## config.mk

```make
export PLATFORM = sky130hd
export DESIGN_NAME = fpu_mult_sched
export DESIGN_NICKNAME = d
export VERILOG_FILES = /design/src/rtl/fpu_mult_sched.sv
export SDC_FILE = /design/constraint.sdc
export NUM_CORES = 1
export LEC_CHECK = 0
export ABC_AREA = 1
export CORE_MARGIN = 1.5
export CORE_UTILIZATION = 40
export CTS_CLUSTER_SIZE = 28
export DETAILED_ROUTE_END_ITERATION = 8
export DONT_BUFFER_PORTS = 1
export REMOVE_ABC_BUFFERS = 1
export SLEW_MARGIN = 20
export SYNTH_ARGS = -nofsm -noshare
export SYNTH_HDL_FRONTEND = slang
export SYNTH_SLANG_ARGS = --single-unit
```

## constraint.sdc

```tcl
create_clock -name clk -period 2.3 [get_ports clk]
set_input_delay 0.46 -clock clk [delete_from_list [all_inputs] [get_ports clk]]
set_output_delay 0.46 -clock clk [all_outputs]
set_load 0.01 [all_outputs]
```

## src/rtl/fpu_mult_sched.sv

```systemverilog
// fpu_mult_sched
//   Round-robin scheduler sharing one pipelined FP32 multiply datapath
//   between two requesters. Accepted operand pairs are issued one per cycle.
//   The owner of each in-flight operation is remembered in a small FIFO, so
//   results (which return in issue order) are routed back to the right
//   requester. A drain/halt mechanism lets the pipeline be emptied before
//   reconfiguration.
//
// Ports
//   clk, rst                 clock, synchronous active-high reset
//   req0_* / req1_*          valid/ready operand-pair interfaces per requester
//   issue_valid/_a/_b        registered operands presented to the datapath
//   dp_valid, dp_result      in-order datapath results (no backpressure)
//   resp0_valid/resp1_valid  registered one-cycle result pulse per requester
//   resp_data                registered result shared by both response ports
//   drain, drained           drain request level / pipeline halted and empty
//   inflight                 operations issued but not yet returned
//   err_underflow            sticky: result arrived with no recorded owner
module fpu_mult_sched #(
  parameter int DATA_W       = 32,
  parameter int MAX_INFLIGHT = 4,
  parameter int CNT_W        = 3
) (
  input  logic              clk,
  input  logic              rst,
  input  logic              req0_valid,
  input  logic [DATA_W-1:0] req0_a,
  input  logic [DATA_W-1:0] req0_b,
  output logic              req0_ready,
  input  logic              req1_valid,
  input  logic [DATA_W-1:0] req1_a,
  input  logic [DATA_W-1:0] req1_b,
  output logic              req1_ready,
  output logic              issue_valid,
  output logic [DATA_W-1:0] issue_a,
  output logic [DATA_W-1:0] issue_b,
  input  logic              dp_valid,
  input  logic [DATA_W-1:0] dp_result,
  output logic              resp0_valid,
  output logic              resp1_valid,
  output logic [DATA_W-1:0] resp_data,
  input  logic              drain,
  output logic              drained,
  output logic [CNT_W-1:0]  inflight,
  output logic              err_underflow
);

  localparam int PTR_W = $clog2(MAX_INFLIGHT);

  typedef enum logic [1:0] {
    ST_RUN,
    ST_DRAIN,
    ST_HALT
  } state_t;

  state_t           state;
  state_t           state_next;
  logic             last_grant;
  logic             grant_idx;
  logic             can_accept;
  logic             handshake;
  logic             pop;
  logic             fifo_empty;
  logic             pop_owner;
  logic [PTR_W:0]   wr_ptr;
  logic [PTR_W:0]   rd_ptr;
  logic             owner_mem [MAX_INFLIGHT];
  logic [CNT_W-1:0] inflight_next;

  // Acceptance is gated on the registered in-flight count, so a pop in the
  // same cycle never re-opens a full pipeline until the following cycle.
  assign can_accept = (state == ST_RUN) && (inflight < CNT_W'(MAX_INFLIGHT));

  // Round-robin arbitration: a lone requester always wins, a tie goes to
  // whoever was not granted last.
  always_comb begin
    grant_idx = 1'b0;
    if (req0_valid && req1_valid) begin
      grant_idx = ~last_grant;
    end else if (req1_valid) begin
      grant_idx = 1'b1;
    end
  end

  assign req0_ready = can_accept && req0_valid && !grant_idx;
  assign req1_ready = can_accept && req1_valid &&  grant_idx;
  assign handshake  = req0_ready || req1_ready;

  // Pointers carry one extra wrap bit so full and empty are distinguishable.
  assign fifo_empty = (wr_ptr == rd_ptr);
  assign pop        = dp_valid && !fifo_empty;
  assign pop_owner  = owner_mem[rd_ptr[PTR_W-1:0]];
  assign drained    = (state == ST_HALT);

  // Count after this edge; the drain logic uses it so HALT is entered on the
  // same edge that retires the last operation.
  always_comb begin
    inflight_next = inflight;
    case ({handshake, pop})
      2'b10:   inflight_next = inflight + CNT_W'(1);
      2'b01:   inflight_next = inflight - CNT_W'(1);
      default: inflight_next = inflight;
    endcase
  end

  // Control FSM next-state logic.
  always_comb begin
    state_next = state;
    case (state)
      ST_RUN: begin
        if (drain) begin
          state_next = (inflight_next == '0) ? ST_HALT : ST_DRAIN;
        end
      end
      ST_DRAIN: begin
        if (inflight_next == '0) begin
          state_next = ST_HALT;
        end
      end
      ST_HALT: begin
        if (!drain) begin
          state_next = ST_RUN;
        end
      end
      default: state_next = ST_RUN;
    endcase
  end

  // State, arbitration history, FIFO pointers and all registered outputs.
  // A reset throws away ownership of anything still in the pipeline.
  always_ff @(posedge clk) begin
    if (rst) begin
      state         <= ST_RUN;
      last_grant    <= 1'b1;
      wr_ptr        <= '0;
      rd_ptr        <= '0;
      inflight      <= '0;
      issue_valid   <= 1'b0;
      issue_a       <= '0;
      issue_b       <= '0;
      resp0_valid   <= 1'b0;
      resp1_valid   <= 1'b0;
      resp_data     <= '0;
      err_underflow <= 1'b0;
    end else begin
      state       <= state_next;
      inflight    <= inflight_next;
      issue_valid <= handshake;
      resp0_valid <= pop && !pop_owner;
      resp1_valid <= pop &&  pop_owner;
      if (handshake) begin
        issue_a    <= grant_idx ? req1_a : req0_a;
        issue_b    <= grant_idx ? req1_b : req0_b;
        last_grant <= grant_idx;
        wr_ptr     <= wr_ptr + (PTR_W+1)'(1);
      end
      if (pop) begin
        resp_data <= dp_result;
        rd_ptr    <= rd_ptr + (PTR_W+1)'(1);
      end
      if (dp_valid && fifo_empty) begin
        err_underflow <= 1'b1;
      end
    end
  end

  // Owner storage needs no reset: entries are only read after being written.
  always_ff @(posedge clk) begin
    if (handshake) begin
      owner_mem[wr_ptr[PTR_W-1:0]] <= grant_idx;
    end
  end

endmodule

```

== Word-level counts from Yosys, hierarchy flattened ==
Memories as Yosys holds them, arrays and structs flattened. A register that Yosys moved wholly into a read port is not among the register bits.
Cells that the tools add are included.
Word-level totals
  register bits: 112
  latch bits: 0
  RAM bits: 4
  bits in read-only memories: 0
  bits of input ports: 166
  output and inout port bits: 106
  logic and storage cells: 58
  memories kept: 1
Memory list
  owner_mem: depth 4, bits a word 1, rd ports 1, clocked after memory_dff 1, write ports 1, RTL line 67  | logic owner_mem [MAX_INFLIGHT];
Operators by class
  add/sub/neg operators: 4
  $mul: 0
  divide/modulo/power cells: 0
  order comparisons: 1
  equality and inequality tests: 8
  shift operators: 0
  muxes and demuxes: 14
  bitwise logic cells: 1
  reduce and logical (&&, ||, !) cells: 17
Operators with widths (count)
  32-bit two-way mux: 2
  2-bit two-way mux: 6
  1-bit logical AND: 10
  3-bit by 1-bit adder with 3-bit output, second input constant: 3
  2-bit != test, second input constant: 3
  2-bit case mux with 3 select lines: 1
  3-bit case mux with 2 select lines: 1
  2-bit by 1-bit == test with 1-bit output, second input constant: 2
  2-bit == test, second input constant: 2
  1-bit two-way mux: 4
  3-bit == test: 1
  1-bit logical NOT: 3
  3-bit logical NOT: 1
  3-bit < comparator, second input constant: 1
  3-bit AND reduction: 1
  3-bit by 1-bit subtractor with 3-bit output, second input constant: 1
  2-bit logical NOT: 1
  1-bit logical OR: 1
  1-bit inverter: 1

== Longest topological paths before layout ==
  depth after elaboration: 11
  mapped depth: 17
  gate-level depth less buffers: 16

== Worst setup path after synthesis ==
Ideal clock, no wire load.
  kind: flip-flop to flip-flop
  start: reg wr_ptr[0]
  end: reg state[0]
  library setup time: 110 ps
  data arrival time: 2104 ps
  required time: 2190 ps
  path slack: 85 ps
  cell stages (with the launch flop): 16
  buffers on the path: 1
  period minus slack after synthesis: 2215 ps
  cells stage by stage: dfxtp_1 -> inv_1 -> nand2_1 -> nand2_1 -> nand3_4 -> nand2_2 -> inv_4 -> buf_6 -> ha_1 -> inv_1 -> fa_1 -> o21ai_0 -> nor2_1 -> nand3_1 -> nand3_1 -> inv_1
Between the ends
  longest elaborated chain between the ends: 9
  elaborated cells between the ends (all ways): 12
  classes of those cells: 4 x eq/ne; 4 x mux; 4 x reduce/logical
RTL lines
  start, declared: RTL line 65  | logic [PTR_W:0] wr_ptr;
  start signal, assigned: RTL line 155  | wr_ptr <= wr_ptr + (PTR_W+1)'(1);
  3-bit == test (*): RTL line 90  | assign fifo_empty = (wr_ptr == rd_ptr);
  1-bit logical NOT (*): RTL line 91  | assign pop = dp_valid && !fifo_empty;
  1-bit logical AND (*): RTL line 91
  net pop: RTL line 62  | logic pop;
  2-bit by 1-bit == test with 1-bit output / 2-bit == test (equally long branches): RTL line 99  | case ({handshake, pop})
  3-bit case mux with 2 select lines (*): RTL line 99
  3-bit logical NOT (*): RTL line 112, 116
  2-bit two-way mux: RTL line 112  | state_next = (inflight_next == '0) ? ST_HALT : ST_DRAIN;
  2-bit two-way mux: RTL line 111  | if (drain) begin
  2-bit case mux with 3 select lines: RTL line 109  | case (state)
  end signal, assigned: RTL line 146  | state <= state_next;
  end, declared: RTL line 56  | state_t state;
Mark *: on every way through the listed nets, which the timed path passes. The rest lies on a longest branch. The select of a mux whose other input is x is not followed.
A chain may end at the register's enable or synchronous reset.

== Final worst setup path ==
  start: reg last_grant
  end: out req0_ready
Between the ends
  longest elaborated chain between the ends: 4
RTL lines
  start, declared: RTL line 58  | logic last_grant;
  start signal, assigned: RTL line 154  | last_grant <= grant_idx;
  1-bit inverter: RTL line 79  | grant_idx = ~last_grant;
  1-bit two-way mux: RTL line 78  | if (req0_valid && req1_valid) begin
  1-bit logical NOT: RTL line 85  | assign req0_ready = can_accept && req0_valid && !grant_idx;
  1-bit logical AND: RTL line 85
  end, declared: RTL line 29  | output logic req0_ready,
Every way passes these cells.

==> flow_summary.toml <==
[power_and_ir_drop]
cellPowerDensity_nw_per_um2 = 1420
vdd.ir_drop.worst_mv = 0.450
totalPowerFinal_w = 0.00849
leakage_dissipation_nw = 2.73

[synthesis]
syn_area_per_cell_sq_um = 6.84
seq_area_frac_synth = 0.444
ys_ff_latch = 118
synthCells = 791
yosys_warnings = 0
synth.cell_area_sq_um = 5410
netlist-cell-type-count = 26

[routing]
detailroute.via_count = 4847
avgViaCountPerCell = 5.07
drtAntennaViolNets = 0
finalWirelength_um = 14300
drt_drc_violations_left = 0
first_pass_iters = 5
route.detailed.wl_per_inst_um = 15.0
drt_iter0_markers = 146

[floorplanning]
die_h_um = 119
design.die.area_sq_um = 14200
floorplan.rows = 42
num_io_pins = 272
die_width_um = 119
core_area_sq_um = 13200
start_util = 0.408

[clocking]
h-tree-depth = 4
cts-root-buf = "sky130_fd_sc_hd__clkbuf_16"
clock_sink_count = 118
cts.repair.resized = 0
clock_tree_from_tritoncts = "yes"
clock_slew_seen_by_the_registers_of_the_worst_setup_and_hold_paths_ns = 0.06
hold_buffers = 0
cts.repair_timing.setup_buffer_count = 0
numCtsBuffers = 17
clkLatencyLatePin_ns = 0.41
clockBufferDepth = 2

[timing]
hold_ws_ns = 0.122
report.final.slew_viol_count = 0
clock-skew-final_ns = 0.00737
max_slew_margin = 0.485
min_period_over_period = 0.914
timing_hold_violations_final = 0
timing_worst_slew_pin_value_ns = 0.773
fmax_mhz = 476
setup_viol_count_final = 0
final.min_clock_period_ns = 2.10
setup-tns-final_ns = 0
grt_setup_unrepaired = "no"

[worst_setup_path]
crit_end = "req0_ready"
timing_worst_setup_path_type = "reg2out"
r2r_cells = 13
worst_r2r_startpoint = "wr_ptr[0]$_SDFFE_PP0P_"
critPathLaunchType = "flop"
timing.critical_path.to_type = "output pin"
worst-r2r-setup-slack_ns = 0.20
r2r_end = "state[1]$_SDFFE_PP0P_"
path_max_fanout = 69
launching_element_of_the_worst_setup_path = "last_grant$_SDFFE_PP1P_"
worst-endpoint-required_ns = 1.84
cp_data_arrival_time_ns = 1.64

[job]
cap_viol_max_count = 0

[global_route]
global_route.usage.total = 0.203
grt_pass1_vias = 4873
grt_first_pass_wirelength_um = 23000
grt_start_max_net_pins = 76
initial_antenna_violation_count = 0
overflow = 0

[placement]
gp_congestion = 0.785
placement.io_buffers = 0
dpl.hpwl_um = 9470

[layout]
count_of_filler_cells_inserted_in_the_layout = 1361
layout.area.seq_sq_um = 2410
antenna-diode-count = 0
final_layout_size_suffix_gt1_frac = 0.0615
multi_input_area_sq_um = 2590
finish.net_count = 940
areaGrowthSynthToFinish_pct = 10.3

[hold_path]
min-delay-path-class = "in2reg"

[run_status]
run_status = "finished clean"
==> final cells by class <==
class	instances	share of cell area
flip-flops and latches	118	0.403
repair buffers	7	0.00881
multi-input cells	597	0.435
well taps	176	0.0369
inverters	26	0.0168
clock inverters	9	0.0210
clock buffers	23	0.0784
==> metal layers <==
layer | GRT usage | share of wire
met1 | 0.202 | 0.38
met2 | 0.360 | 0.48
met3 | 0.0972 | 0.12
met4 | 0.0851 | 0.022
met5 | 0 | 0
==> critical path: stages, from the launching register on <==
cell,delay (ns)
sky130_fd_sc_hd__dfxtp_1,0.31
sky130_fd_sc_hd__nand2_1,0.07
sky130_fd_sc_hd__nand2_2,0.06
sky130_fd_sc_hd__inv_2,0.05
sky130_fd_sc_hd__buf_4,0.55
sky130_fd_sc_hd__nor2_1,0.19
==> power by group <==
part / internal [W] / switching [W]
sequential: 0.00269 / 0.000693
clock: 0.00175 / 0.000907
combinational: 0.000805 / 0.00164
==> through the flow <==
step,cell area [sq um],setup slack (ns),util,std cells
6_report,5970,0.198,0.451,956
5_1_grt,5970,0.00769,0.451,956
4_1_cts,5960,0.0875,0.450,956
3_5_place_dp,5370,0.112,0.405,924
3_3_place_gp,5370,0.204,0.405,924
2_1_floorplan,5090,-3.46,-,741
==> synth_stat cells <==
cell / count / area share
sky130_fd_sc_hd__nand2_1: 389 / 0.27
sky130_fd_sc_hd__dfxtp_1: 114 / 0.42
sky130_fd_sc_hd__nor2_1: 78 / 0.054
sky130_fd_sc_hd__a21oi_1: 72 / 0.067
sky130_fd_sc_hd__nand3b_1: 33 / 0.046
sky130_fd_sc_hd__inv_1: 22 / 0.015
sky130_fd_sc_hd__buf_2: 19 / 0.018
sky130_fd_sc_hd__buf_6: 14 / 0.029
sky130_fd_sc_hd__clkbuf_1: 11 / 0.0076
sky130_fd_sc_hd__nand3_1: 8 / 0.0074
sky130_fd_sc_hd__ha_1: 6 / 0.014
sky130_fd_sc_hd__buf_1: 5 / 0.0035
sky130_fd_sc_hd__edfxtp_1: 4 / 0.022
sky130_fd_sc_hd__inv_2: 3 / 0.0021
sky130_fd_sc_hd__nand4_1: 2 / 0.0023
sky130_fd_sc_hd__buf_4: 1 / 0.0014
sky130_fd_sc_hd__fa_1: 1 / 0.0037
sky130_fd_sc_hd__inv_4: 1 / 0.0012
sky130_fd_sc_hd__nand2_2: 1 / 0.0012
sky130_fd_sc_hd__nand3_4: 1 / 0.0032
sky130_fd_sc_hd__nor3_1: 1 / 0.00092
sky130_fd_sc_hd__nor3_2: 1 / 0.0019
sky130_fd_sc_hd__o21ai_0: 1 / 0.00092
sky130_fd_sc_hd__xnor2_1: 1 / 0.0016
sky130_fd_sc_hd__xnor2_2: 1 / 0.0030
sky130_fd_sc_hd__xor2_1: 1 / 0.0016
==> cell usage in the layout (no fill, tap or decap), drive strengths merged <==
cell / instances
o21ai: 1
nand3b: 33
bufinv: 3
nand3: 9
clkinvlp: 2
edfxtp: 4
dfxtp: 114
xor2: 1
clkinv: 4
inv: 26
buf: 7
clkbuf: 23
xnor2: 2
ha: 6
nand4: 2
nor3: 2
nor2: 78
nand2: 390
a21oi: 72
fa: 1
==> sequential cells by signal, indices dropped and copies added, names as in the netlist, named ones only <==
name / count
rd_ptr: 3
last_grant: 1
err_underflow: 1
owner_mem: 4
state: 2
issue_valid: 1
inflight: 3
wr_ptr: 3
resp_data: 32
issue_b: 32
resp1_valid: 1
resp0_valid: 1
issue_a: 32
==> logic make-up (layout without fill, tap and decap cells) <==
logic type,after synthesis,count (layout),synth area share
adder cells (fa/ha/maj),7,7,0.0176
XOR/XNOR,3,3,0.00625
buffers and inverters,76,65,0.0777
AND/OR/NAND/NOR,514,514,0.387
AO/OA/AOI/OAI,73,73,0.0675
flip-flops,118,118,0.444
==> worst min-delay path by stage <==
stage | start | end | slack [ns] | cells after the start
3_3_place_gp | last_grant$_SDFFE_PP1P_ | last_grant$_SDFFE_PP1P_ | 0.45 | 2
2_1_floorplan | last_grant$_SDFFE_PP1P_ | last_grant$_SDFFE_PP1P_ | 0.43 | 2
3_5_place_dp | last_grant$_SDFFE_PP1P_ | last_grant$_SDFFE_PP1P_ | 0.45 | 2
5_1_grt | rst | issue_a[25]$_SDFFE_PP0P_ | 0.1 | 1
4_1_cts | rst | issue_b[13]$_SDFFE_PP0P_ | 0.1 | 1
6_report | rst | issue_a[25]$_SDFFE_PP0P_ | 0.12 | 1
Note: power is estimated with default switching activity, not from simulation.
